<file path="src/rtl/input_conditioner.sv">
// Push-button conditioning for the game core: 2-FF sync + debounce per button,
// step pulses with hold-to-repeat for izq/der, cooldown-limited shot pulses for fire.

module input_conditioner_debounce #(
   parameter int DEBOUNCE_CYCLES = 500000
) (
   input  logic clk,
   input  logic reset,
   input  logic raw_i,
   output logic level_o,
   output logic rise_o
);
   localparam int CW = $clog2(DEBOUNCE_CYCLES + 1);
   localparam logic [CW-1:0] CNT_MAX = CW'(DEBOUNCE_CYCLES);

   logic          sync1_q, sync2_q, level_q, prev_q;
   logic          level_d;
   logic [CW-1:0] cnt_q, cnt_d;

   // Once the run of mismatching samples hits the limit the level flips,
   // regardless of the sample arriving on that edge.
   always_comb begin
      cnt_d   = '0;
      level_d = level_q;
      if (cnt_q == CNT_MAX)
         level_d = ~level_q;
      else if (sync2_q != level_q)
         cnt_d = cnt_q + CW'(1);
   end

   always_ff @(posedge clk) begin
      if (reset) begin
         sync1_q <= 1'b0;
         sync2_q <= 1'b0;
         level_q <= 1'b0;
         prev_q  <= 1'b0;
         cnt_q   <= '0;
      end else begin
         sync1_q <= raw_i;
         sync2_q <= sync1_q;
         level_q <= level_d;
         prev_q  <= level_q;
         cnt_q   <= cnt_d;
      end
   end

   assign level_o = level_q;
   assign rise_o  = level_q & ~prev_q;
endmodule

module input_conditioner_dir #(
   parameter int REPEAT_DELAY = 15000000,
   parameter int REPEAT_RATE  = 5000000
) (
   input  logic clk,
   input  logic reset,
   input  logic level_i,
   input  logic rise_i,
   input  logic block_i,
   output logic step_o
);
   localparam int RMAX = (REPEAT_DELAY > REPEAT_RATE) ? REPEAT_DELAY : REPEAT_RATE;
   localparam int CW   = $clog2(RMAX + 1);
   localparam logic [CW-1:0] DLY_LOAD  = CW'(REPEAT_DELAY - 1);
   localparam logic [CW-1:0] RATE_LOAD = CW'(REPEAT_RATE - 1);

   typedef enum logic [1:0] {S_IDLE, S_DELAY, S_REPEAT} state_e;

   state_e        state_q;
   logic [CW-1:0] cnt_q;
   logic          step_q;

   always_ff @(posedge clk) begin
      if (reset) begin
         state_q <= S_IDLE;
         cnt_q   <= '0;
         step_q  <= 1'b0;
      end else begin
         step_q <= 1'b0;
         // Only a fresh rise leaves IDLE, so a hold that survives a conflict never re-arms.
         if (!level_i || block_i) begin
            state_q <= S_IDLE;
         end else begin
            case (state_q)
               S_IDLE: begin
                  if (rise_i) begin
                     step_q  <= 1'b1;
                     cnt_q   <= DLY_LOAD;
                     state_q <= S_DELAY;
                  end
               end
               S_DELAY, S_REPEAT: begin
                  if (cnt_q == '0) begin
                     step_q  <= 1'b1;
                     cnt_q   <= RATE_LOAD;
                     state_q <= S_REPEAT;
                  end else begin
                     cnt_q <= cnt_q - CW'(1);
                  end
               end
               default: state_q <= S_IDLE;
            endcase
         end
      end
   end

   assign step_o = step_q;
endmodule

module input_conditioner #(
   parameter int DEBOUNCE_CYCLES = 500000,
   parameter int REPEAT_DELAY    = 15000000,
   parameter int REPEAT_RATE     = 5000000,
   parameter int FIRE_COOLDOWN   = 25000000
) (
   input  logic clk,
   input  logic reset,
   input  logic izq,
   input  logic der,
   input  logic fire,
   output logic izq_step,
   output logic der_step,
   output logic fire_pulse,
   output logic fire_ready
);
   localparam int FW = $clog2(FIRE_COOLDOWN + 1);
   localparam logic [FW-1:0] FIRE_LOAD = FW'(FIRE_COOLDOWN - 1);

   logic [2:0] raw, lvl, rise;
   logic       conflict;

   assign raw = {fire, der, izq};

   for (genvar i = 0; i < 3; i++) begin : g_db
      input_conditioner_debounce #(.DEBOUNCE_CYCLES(DEBOUNCE_CYCLES)) u_db (
         .clk    (clk),
         .reset  (reset),
         .raw_i  (raw[i]),
         .level_o(lvl[i]),
         .rise_o (rise[i])
      );
   end

   assign conflict = lvl[0] & lvl[1];

   input_conditioner_dir #(.REPEAT_DELAY(REPEAT_DELAY), .REPEAT_RATE(REPEAT_RATE)) u_izq (
      .clk    (clk),
      .reset  (reset),
      .level_i(lvl[0]),
      .rise_i (rise[0]),
      .block_i(conflict),
      .step_o (izq_step)
   );

   input_conditioner_dir #(.REPEAT_DELAY(REPEAT_DELAY), .REPEAT_RATE(REPEAT_RATE)) u_der (
      .clk    (clk),
      .reset  (reset),
      .level_i(lvl[1]),
      .rise_i (rise[1]),
      .block_i(conflict),
      .step_o (der_step)
   );

   typedef enum logic [1:0] {F_READY, F_COOL, F_WAIT} fstate_e;

   fstate_e       fstate_q;
   logic [FW-1:0] fcnt_q;
   logic          pulse_q, rdy_q;

   always_ff @(posedge clk) begin
      if (reset) begin
         fstate_q <= F_READY;
         fcnt_q   <= '0;
         pulse_q  <= 1'b0;
         rdy_q    <= 1'b1;
      end else begin
         pulse_q <= 1'b0;
         case (fstate_q)
            F_READY: begin
               if (rise[2]) begin
                  pulse_q  <= 1'b1;
                  fcnt_q   <= FIRE_LOAD;
                  fstate_q <= F_COOL;
                  rdy_q    <= 1'b0;
               end
            end
            F_COOL: begin
               if (fcnt_q == '0) begin
                  if (lvl[2]) begin
                     fstate_q <= F_WAIT;
                  end else begin
                     fstate_q <= F_READY;
                     rdy_q    <= 1'b1;
                  end
               end else begin
                  fcnt_q <= fcnt_q - FW'(1);
               end
            end
            F_WAIT: begin
               if (!lvl[2]) begin
                  fstate_q <= F_READY;
                  rdy_q    <= 1'b1;
               end
            end
            default: begin
               fstate_q <= F_READY;
               rdy_q    <= 1'b1;
            end
         endcase
      end
   end

   assign fire_pulse = pulse_q;
   assign fire_ready = rdy_q;
endmodule

</file>
<file path="config.mk">
export PLATFORM = sky130hd
export DESIGN_NAME = input_conditioner
export DESIGN_NICKNAME = d
export VERILOG_FILES = /design/src/rtl/input_conditioner.sv
export SDC_FILE = /design/constraint.sdc
export NUM_CORES = 1
export LEC_CHECK = 0
export BUFFER_PORTS_ARGS = -buffer_cell sky130_fd_sc_hd__buf_4
export CORE_UTILIZATION = 45
export CTS_CLUSTER_DIAMETER = 120
export DETAILED_ROUTE_END_ITERATION = 10
export MAX_ROUTING_LAYER = met4
export PLACE_DENSITY = 0.62
export SLEW_MARGIN = 10
export SYNTH_ARGS = -nofsm -noshare
export SYNTH_HDL_FRONTEND = slang
export SYNTH_HIERARCHICAL = 1
export SYNTH_SLANG_ARGS = --single-unit
</file>
<file path="constraint.sdc">
create_clock -name clk -period 3.5 [get_ports clk]
set_clock_uncertainty 0.2 [all_clocks]
set_input_delay 0.35 -clock clk [delete_from_list [all_inputs] [get_ports clk]]
set_output_delay 0.35 -clock clk [all_outputs]
set_load 0.02 [all_outputs]
</file>
==> results.toml, run 1 <==
[cts]
cts_root_buf = "clkbuf_16"
h-tree-depth = 4
numCtsBuffers = 17
cts_num_sinks = 152
post_cts_buffers = 0
cts_buffer_depth = 2
clk-insertion-delay-late_ns = 0.42
tritoncts = "done"
clk_pin_slew_worst_paths_ns = 0.06

[timing]
grt_setup_unrepaired = "no"
slew_headroom_pct = 58.76
final-hold-violation-count = 0
setup-tns-final_ns = 0
period_minus_slack_ns = 2.945
drv_slew = 0
finalSetupViolations = 0
worst_pin_slew_ns = 0.6130
max_freq_mhz = 339.6
period_share_pct = 84.14

[yosys]
synthArstFlopShare_pct = 0
ys.flop_type = "dfxtp_1"
synth_cell_types = 62
ys_warn_count = 6
synth_area_um2 = 7720
syn_avg_cell_area_um2 = 8.578
ys_seq_area_share_pct = 39.42
synth_area_leaders = "dfxtp_1 39%, nor2_1 5.7%, xnor2_1 5.0%"
syn-num-nets = 927
synth_edf_count = 0
synth.top_cell.area_share_pct = 39.42
ys_seq_elements = 152
synth_area_leader_cell = "dfxtp_1"
syn_inst = 900

[power_and_ir_drop]
p_sw_share_pct = 23.89
p_sw_uw = 996.0
peakVddDrop_mv = 0.3558
p_int_mw = 3.172
p_seq_share_pct = 43.3
p_comb_share_pct = 10.9
p_leak_nw = 2.967
pwr-share-clk_pct = 45.8
p_per_area_nw_per_um2 = 485.2

[worst_setup_path]
cp.required_ns = 3.62
rr_startpoint = "u_izq/cnt_q[16]"
critPathMaxFanout = 9
crit_start = "u_izq/cnt_q[16]"
end_kind = "register"
crit_type = "register to register"
cp-start-kind = "register"
crit_arrival_ns = 3.06

[cells_and_area]
layout_common_cells = "152 x dfxtp_1, 117 x nor2_1, 45 x inv_1, 45 x a21oi_1, 44 x xnor2_1"
antenna_cells = 0
fin_area_um2 = 8591
fillers = 1565
layout_commonest_cell = "dfxtp_1"
multiInputGateArea_um2 = 4322
syn_to_final_growth_pct = 11.28
fin_nets = 934
layout-drive-gt1-share_pct = 10.01
seq_area_um2 = 3043

[placed_design]
place_area_um2 = 7949
gp_congestion = 0.8071
portBuffers = 8
dp_hpwl_um = 10060

[drt]
via_per_inst = 5.571
drt-total-wl_um = 15240
drc_errors = 0
num_vias = 6345
first_pass_iters = 5
drtIter0Drc = 391
wire_per_inst_um = 13.38
route.antenna.remaining_nets = 0

[floorplan]
io_pins = 9
fp.dieW_um = 133.0
dieArea_um2 = 17680
start_util_pct = 46.39
die_h_um = 133.0
core-area_um2 = 16640
fp-row-count = 47

[status]
status = "finished clean"

[global_routing]
antenna_found_initial = 0
grt_pass1_vias = 5937
grtUsageTotal_pct = 19.09
grt_max_degree = 49
grt_overflow = 0
grt_pass1_wl_um = 27280

[worst_hold_path]
min_from = "reset"
min_path_type = "primary input to register"

[run]
cap_violations = 0
## state kept, by name, summed over array words and instances, names as in the netlist
signal and flops:
fire_ready 1, u_der/state_q 2, g_db.u_db/level_o 3, u_izq/step_o 1
g_db.u_db/prev_q 3, u_der/step_o 1, g_db.u_db/sync2_q 3, fstate_q 2
fire_pulse 1, u_izq/state_q 2, fcnt_q 25, g_db.u_db/cnt_q 57
g_db.u_db/sync1_q 3, u_der/cnt_q 24, u_izq/cnt_q 24
## Yosys cell counts (16+ instances only)
cell type / instances
a21oi_1: 45
a31oi_1: 16
dfxtp_1: 152
ha_1: 22
inv_1: 45
nand2_1: 40
nand3_1: 31
nand4_1: 24
nor2_1: 117
nor3_1: 45
nor4_1: 34
o21ai_0: 29
o31ai_1: 19
or4_1: 21
xnor2_1: 44
xor2_1: 23
## worst paths after layout
check / slack, ns / cells past startpoint / to
max reg2reg: 0.55 / 6 / u_izq/cnt_q[4]
min: 0.23 / 2 / g_db[2].u_db/sync2_q
max: 0.55 / 6 / u_izq/cnt_q[4]
min reg2reg: 0.24 / 1 / g_db[0].u_db/sync2_q
## critical path, stage by stage, from the launching register on
cell and delay [ns]:
dfxtp_1 0.35, or4_4 0.57, or4_1 0.57, o41ai_2 0.56, buf_4 0.27, o21ai_0 0.10, a221oi_1 0.24
## power groups by stage
| stage | logic, mW | clock network [mW] | registers, mW |
|---|---|---|---|
| after floorplan | 0.428 | 0 | 1.84 |
| after global placement | 0.444 | 0 | 1.84 |
| after detailed placement | 0.449 | 0 | 1.84 |
| after CTS | 0.458 | 1.96 | 1.80 |
| after global routing | 0.516 | 2.04 | 1.81 |
| final | 0.456 | 1.91 | 1.80 |
## per-stage QoR
step	power [mW]	setup slack (ns)	std cells	hold slack (ns)	utilization [%]
finish	4.168	0.5550	1139	0.2346	51.62
global route	4.368	0.3457	1139	0.2476	51.62
CTS	4.218	0.5764	1139	0.2255	51.62
detailed placement	2.291	0.5943	1105	0.2228	47.76
global placement	2.286	0.6822	1105	0.2175	47.76
floorplan	2.266	0.7039	900	0.2138	-
## final cells by class
cell class	count	share of cell area, %
timing repair buffer	20	1.981
clock buffer	22	5.403
multi-input combinational	671	50.31
sequential	152	35.42
inverter	45	1.966
tap	220	3.204
clock inverter	9	1.719
## per-layer routing
metal  share of wire (%)  vias up  GRT usage (%)  wire, um
met2                  45       86          29.61      6912
met3                 2.9       11          3.563       443
li1                    -     3291              -         -
met4                 1.1        0          7.344       167
met5                   0        -              -         0
met1                  51     2957          24.54      7712
## cells by family (layout without fill, tap and decap cells)
group | after synthesis | count (layout) | synth area share [%]
AO/OA/AOI/OAI | 166 | 166 | 14.68
flip-flops | 152 | 152 | 39.42
buffers and inverters | 77 | 96 | 4.732
AND/OR/NAND/NOR | 414 | 414 | 29.72
adder cells (fa/ha/maj) | 22 | 22 | 3.566
multiplexers | 2 | 2 | 0.2755
XOR/XNOR | 67 | 67 | 7.601
## what timing repair did
item                      4_1_cts  5_1_grt
hold endpoints to repair        3        0
resized for setup               0        0
hold buffers                    3        0
Note: power is estimated with default switching activity, not from simulation.
==> run 2: changes to the inputs <==
--- a/config.mk
+++ b/config.mk
@@ -5,6 +5,7 @@
 export SDC_FILE = /design/constraint.sdc
 export NUM_CORES = 1
 export LEC_CHECK = 0
+export ABC_AREA = 1
 export BUFFER_PORTS_ARGS = -buffer_cell sky130_fd_sc_hd__buf_4
 export CORE_UTILIZATION = 45
 export CTS_CLUSTER_DIAMETER = 120
==> constraint.sdc (replaced) <==
create_clock -name clk -period 2.9 [get_ports clk]
set_clock_uncertainty 0.2 [all_clocks]
set_input_delay 0.29 -clock clk [delete_from_list [all_inputs] [get_ports clk]]
set_output_delay 0.29 -clock clk [all_outputs]
set_load 0.02 [all_outputs]
==> results.toml, run 2 <==
[cells_and_area]
reg_top3 = "g_db.u_db/cnt_q: 57 flops, fcnt_q: 25 flops"
fillers = 1965
seq_area_um2 = 3043
layout-drive-gt1-share_pct = 11.99
layout_common_cells = "336 x nand2_1, 241 x nor2_1, 156 x inv_1"
largest-register = "g_db.u_db/cnt_q"
syn_to_final_growth_pct = 10.74
antenna_cells = 0
multiInputGateArea_um2 = 5243
fin_nets = 1399
largest_reg_flops = 57
layout_commonest_cell = "nand2_1"

[yosys]
synthSimpleGateAreaFrac_pct = 42.70
synth_xor_area_share_pct = 3.589
syn_avg_cell_area_um2 = 6.645
synth.most_common_cell = "nand2_1"
synthArstFlopShare_pct = 0
synth_area_um2 = 9030
synth_top_family_by_area = "simple AND/OR/NAND/NOR gates"
yosys.area_share.adder_pct = 3.048
ys_warn_count = 6
ys.flop_type = "dfxtp_1"
synth_edf_count = 0
syn-num-nets = 1386
synth_area_leader_cell = "dfxtp_1"
synth_compound_area_share_pct = 8.716
ys_seq_elements = 152
synth.top_cell.area_share_pct = 33.70
synth_cell_types = 36
syn_inst = 1359
synth_area_leaders = "dfxtp_1 34%, nand2_1 14%, nor2_1 10%"
synthMuxAreaShare_pct = 0
ys_seq_area_share_pct = 33.70
ys_top_cells_by_count = "336 x nand2_1, 241 x nor2_1, 156 x inv_1, 152 x dfxtp_1, 121 x nand3_1"

[worst_setup_path]
crit_arrival_ns = 2.29
end_kind = "register"
crit_type = "register to register"
cp-start-kind = "register"
critPathMaxFanout = 11
cp.required_ns = 3.02

[floorplan]
io_pins = 9
die_h_um = 143.7
start_util_pct = 46.09
fp-row-count = 51
dieArea_um2 = 20640
fp.dieW_um = 143.7
core-area_um2 = 19590

[cts]
clk-insertion-delay-late_ns = 0.43
numCtsBuffers = 17
cts_buffer_depth = 2
h-tree-depth = 4
cts_resized = 0
cts_num_sinks = 152
cts_root_buf = "clkbuf_16"
clk_pin_slew_worst_paths_ns = 0.07
tritoncts = "done"

[timing]
grt_setup_unrepaired = "no"
worst_pin_slew_ns = 0.4941
slew_headroom_pct = 67.06
drv_slew = 0
period_minus_slack_ns = 2.175
period_share_pct = 74.98
final-hold-violation-count = 0
max_freq_mhz = 459.9
setup-tns-final_ns = 0
fin_ws_ns = 0.7255
finalSetupViolations = 0

[run]
cap_violations = 0

[power_and_ir_drop]
pwr-share-clk_pct = 39.8
peakVddDrop_mv = 0.3659
p_seq_share_pct = 35.9
p_sw_share_pct = 31.72
p_per_area_nw_per_um2 = 633.7
p_int_mw = 4.326
p_comb_share_pct = 24.3
p_leak_nw = 4.145
p_sw_mw = 2.010

[drt]
first_pass_iters = 5
route.antenna.remaining_nets = 0
drc_errors = 0
num_vias = 8060
drtIter0Drc = 451
wire_per_inst_um = 11.89
drt-total-wl_um = 19620
via_per_inst = 4.885

[placed_design]
gp_congestion = 0.8711
portBuffers = 8
dp_hpwl_um = 13960
pre_cts_ws_ns = 0.7348

[global_routing]
grt_max_degree = 32
grt_pass1_vias = 7395
grtUsageTotal_pct = 21.08
antenna_found_initial = 0
grt_pass1_wl_um = 34020
grt_overflow = 0

[worst_hold_path]
min_path_type = "primary input to register"

[status]
status = "finished clean"
-- run 2: changes by cell type in the layout (fill, tap and decap cells not counted), moves of 25 or more --
| cell | change |
|---|---|
| nand2_1 | +296 |
| nor3_1 | -38 |
| a21oi_2 | +27 |
| inv_1 | +111 |
| nor2_1 | +124 |
| nor4_1 | -34 |
| nand3_1 | +90 |
| xnor2_1 | -25 |
| nor2_2 | +32 |
-- run 2: timing repair --
item	in CTS	in global routing
hold buffers	3	0
endpoints found under the hold margin	3	0
buffers inserted	0	0
-- run 2: logic make-up after synthesis --
| family | count (synthesis) |
|---|---|
| AOI/OAI and AO/OA | 127 |
| xor gates and xnor gates | 37 |
| adders and majority gates | 22 |
| buffers and inverters | 180 |
| DFF | 152 |
| and+or+nand+nor | 841 |
-- run 2: final timing paths --
kind	from	endpoint	slack (ns)	cells after the start
worst max register to register	g_db[0].u_db/level_o	u_izq/cnt_q[12]	0.73	10
worst max-delay path	g_db[0].u_db/level_o	u_izq/cnt_q[12]	0.73	10
worst min-delay path	reset	u_der/cnt_q[14]	0.09	2
worst min register to register	g_db[0].u_db/sync1_q	g_db[0].u_db/sync2_q	0.20	2
-- run 2: power by group through the flow --
stage          sequential [mW]  combinational (mW)  clock [mW]
3_3_place_gp              2.32                1.51           0
4_1_cts                   2.27                1.54        2.59
2_1_floorplan             2.30                1.29           0
5_1_grt                   2.29                1.77        2.69
6_report                  2.27                1.54        2.52
3_5_place_dp              2.32                1.53           0
-- run 2: area by class of cell --
type / instances / share of cell area (%)
Clock buffer: 20 / 4.467
Multi-Input combinational cell: 1027 / 52.43
Inverter: 160 / 6.006
Sequential cell: 152 / 30.43
Tap cell: 265 / 3.316
Clock inverter: 12 / 2.227
Timing Repair Buffer: 14 / 1.126
-- run 2: critical path, stage by stage (launching register included) --
cell	delay [ns]
dfxtp_1	0.41
inv_1	0.11
nor2_1	0.13
inv_1	0.06
nand2_2	0.11
nand3_2	0.20
inv_1	0.37
nand2_1	0.11
nor2_2	0.16
xnor2_1	0.15
nor2_1	0.06
-- run 2: per-stage QoR --
stage	total power, mW	util [%]	std cells	hold WS [ns]	instance area, um2
2_1_floorplan	3.584	-	1359	0.1612	9030
3_3_place_gp	3.826	47.47	1615	0.2063	9300
3_5_place_dp	3.850	47.47	1615	0.1927	9300
4_1_cts	6.406	51.04	1650	0.08004	10000
5_1_grt	6.744	51.04	1650	0.09384	10000
6_report	6.336	51.04	1650	0.09111	10000
-- run 2: routing by layer --
layer | up-vias | GRT usage (%) | part of all wire, %
met4 | 0 | 5.207 | 0.64
met5 | - | - | 0
met1 | 3610 | 27.89 | 52
met2 | 112 | 33.04 | 45
met3 | 12 | 3.932 | 2.9
li1 | 4326 | - | -
==> run 3: changes to the inputs <==
==> constraint.sdc (replaced) <==
create_clock -name clk -period 2.1 [get_ports clk]
set_clock_uncertainty 0.2 [all_clocks]
set_input_delay 0.21 -clock clk [delete_from_list [all_inputs] [get_ports clk]]
set_output_delay 0.21 -clock clk [all_outputs]
set_load 0.02 [all_outputs]
==> results.toml, run 3 (synthesis results as in run 2) <==
[global_routing]
grt_max_degree = 26
grt_pass1_vias = 7614
grt_pass1_wl_um = 34790
grtUsageTotal_pct = 21.49
grt_overflow = 0
antenna_found_initial = 0

[timing]
final-hold-violation-count = 0
drv_slew = 0
finalSetupViolations = 0
slew_headroom_pct = 72.21
period_minus_slack_ns = 1.892
grt_setup_unrepaired = "yes"
max_freq_mhz = 528.6
worst_pin_slew_ns = 0.4164
period_share_pct = 90.09

[worst_setup_path]
crit_type = "register to register"
max_stage_delay_ns = 0.39
crit_arrival_ns = 2.01
critPathMaxFanout = 6
critPathBufInv = 2
rr_startpoint = "g_db[1].u_db/level_o"
crit_start = "g_db[1].u_db/level_o"
cp-start-kind = "register"
cp_cell_sequence = "inv_1, nor2_2, inv_1, nand2_2, nand4_1, nor2_1, nand2_1, nand2_1, nand3_1, and2_1"
crit_path_top_delay_cell = "dfxtp_1"
end_kind = "register"
cp.required_ns = 2.22
cp_top_family = "simple AND/OR/NAND/NOR gates"

[cells_and_area]
fin_area_um2 = 10060
layout_common_cells = "336 x nand2_1, 237 x nor2_1, 155 x inv_1"
layout_commonest_cell = "nand2_1"
syn_to_final_growth_pct = 11.40
fin_nets = 1413
reg_top3 = "g_db.u_db/cnt_q: 57 flops, fcnt_q: 25 flops"
largest-register = "g_db.u_db/cnt_q"
fillers = 1984
largest_reg_flops = 57
layout-drive-gt1-share_pct = 13.30
seq_area_um2 = 3043
multiInputGateArea_um2 = 5268
antenna_cells = 0
final_cells = 1664

[placed_design]
dp_cells = 1628
gp_congestion = 0.8772
portBuffers = 8
place_area_um2 = 9398
dp_hpwl_um = 14440

[floorplan]
core-area_um2 = 19590
io_pins = 9
dieArea_um2 = 20640
fp.dieW_um = 143.7
die_h_um = 143.7
start_util_pct = 46.09
fp-row-count = 51

[cts]
post_cts_buffers = 0
cts_num_sinks = 152
clk-insertion-delay-late_ns = 0.43
clk_pin_slew_worst_paths_ns = 0.06
cts_buffer_depth = 2
tritoncts = "done"
h-tree-depth = 4
numCtsBuffers = 17
cts_root_buf = "clkbuf_16"

[drt]
num_vias = 8239
wire_per_inst_um = 11.95
first_pass_iters = 5
drtIter0Drc = 385
via_per_inst = 4.951
route.antenna.remaining_nets = 0
drc_errors = 0
drt-total-wl_um = 19880

[power_and_ir_drop]
peakVddDrop_mv = 0.5032
p_per_area_nw_per_um2 = 836.6
finalPower_mw = 8.416
p_leak_nw = 4.174

[status]
status = "finished clean"

[worst_hold_path]
min_from = "g_db[0].u_db/sync1_q"
min_path_type = "register to register"

[run]
cap_violations = 0
==> run 3: cell type report <==
type | instances | share of cell area, %
clock inverter | 13 | 1.430
timing repair buffer | 28 | 2.189
multi-input combinational | 1027 | 52.36
inverter | 160 | 5.970
tap | 265 | 3.296
sequential | 152 | 30.25
clock buffer | 19 | 4.503
==> run 3: timing repair <==
action | in CTS | in global routing
endpoints found under the hold margin | 11 | 0
hold buffers | 4 | 0
endpoints found under the setup margin | 0 | 24
resized for setup | 0 | 7
==> run 3: stage by stage <==
stage	TNS (ns)	utilization (%)	setup WS [ns]	hold slack [ns]
6_report	0	51.35	0.2082	0.2284
5_1_grt	-0.001106	51.35	-0.001106	0.2506
2_1_floorplan	0	-	0.3703	0.08118
4_1_cts	0	51.22	0.03251	0.2280
3_3_place_gp	0	47.97	0.1423	0.2182
3_5_place_dp	0	47.97	0.03994	0.2199
==> run 3: layer usage <==
metal  up-vias  track usage (%)  wire length (um)
met5         -                -                 0
met4         0            4.927               142
met3        11            4.299               790
met2       122            34.39              9049
met1      3736            27.81              9895
li1       4370                -                 -
==> run 3: report_power, final <==
part,leakage (nW),internal [mW],switching [mW]
sequential,1.23,3.01,0.128
clock,0.282,1.82,1.26
combinational,2.66,0.762,1.43
total,4.17,5.59,2.82
==> run 3: worst paths after layout <==
kind	end	slack [ns]	cells after the start
max	u_der/cnt_q[18]	0.21	10
min	g_db[0].u_db/sync2_q	0.23	2
max reg2reg	u_der/cnt_q[18]	0.21	10
min reg2reg	g_db[0].u_db/sync2_q	0.23	2
==> run 3: worst min-delay path, stage by stage, from the launching register on <==
cell and delay (ns):
dfxtp_1 0.29, inv_1 0.04, nor2_1 0.05
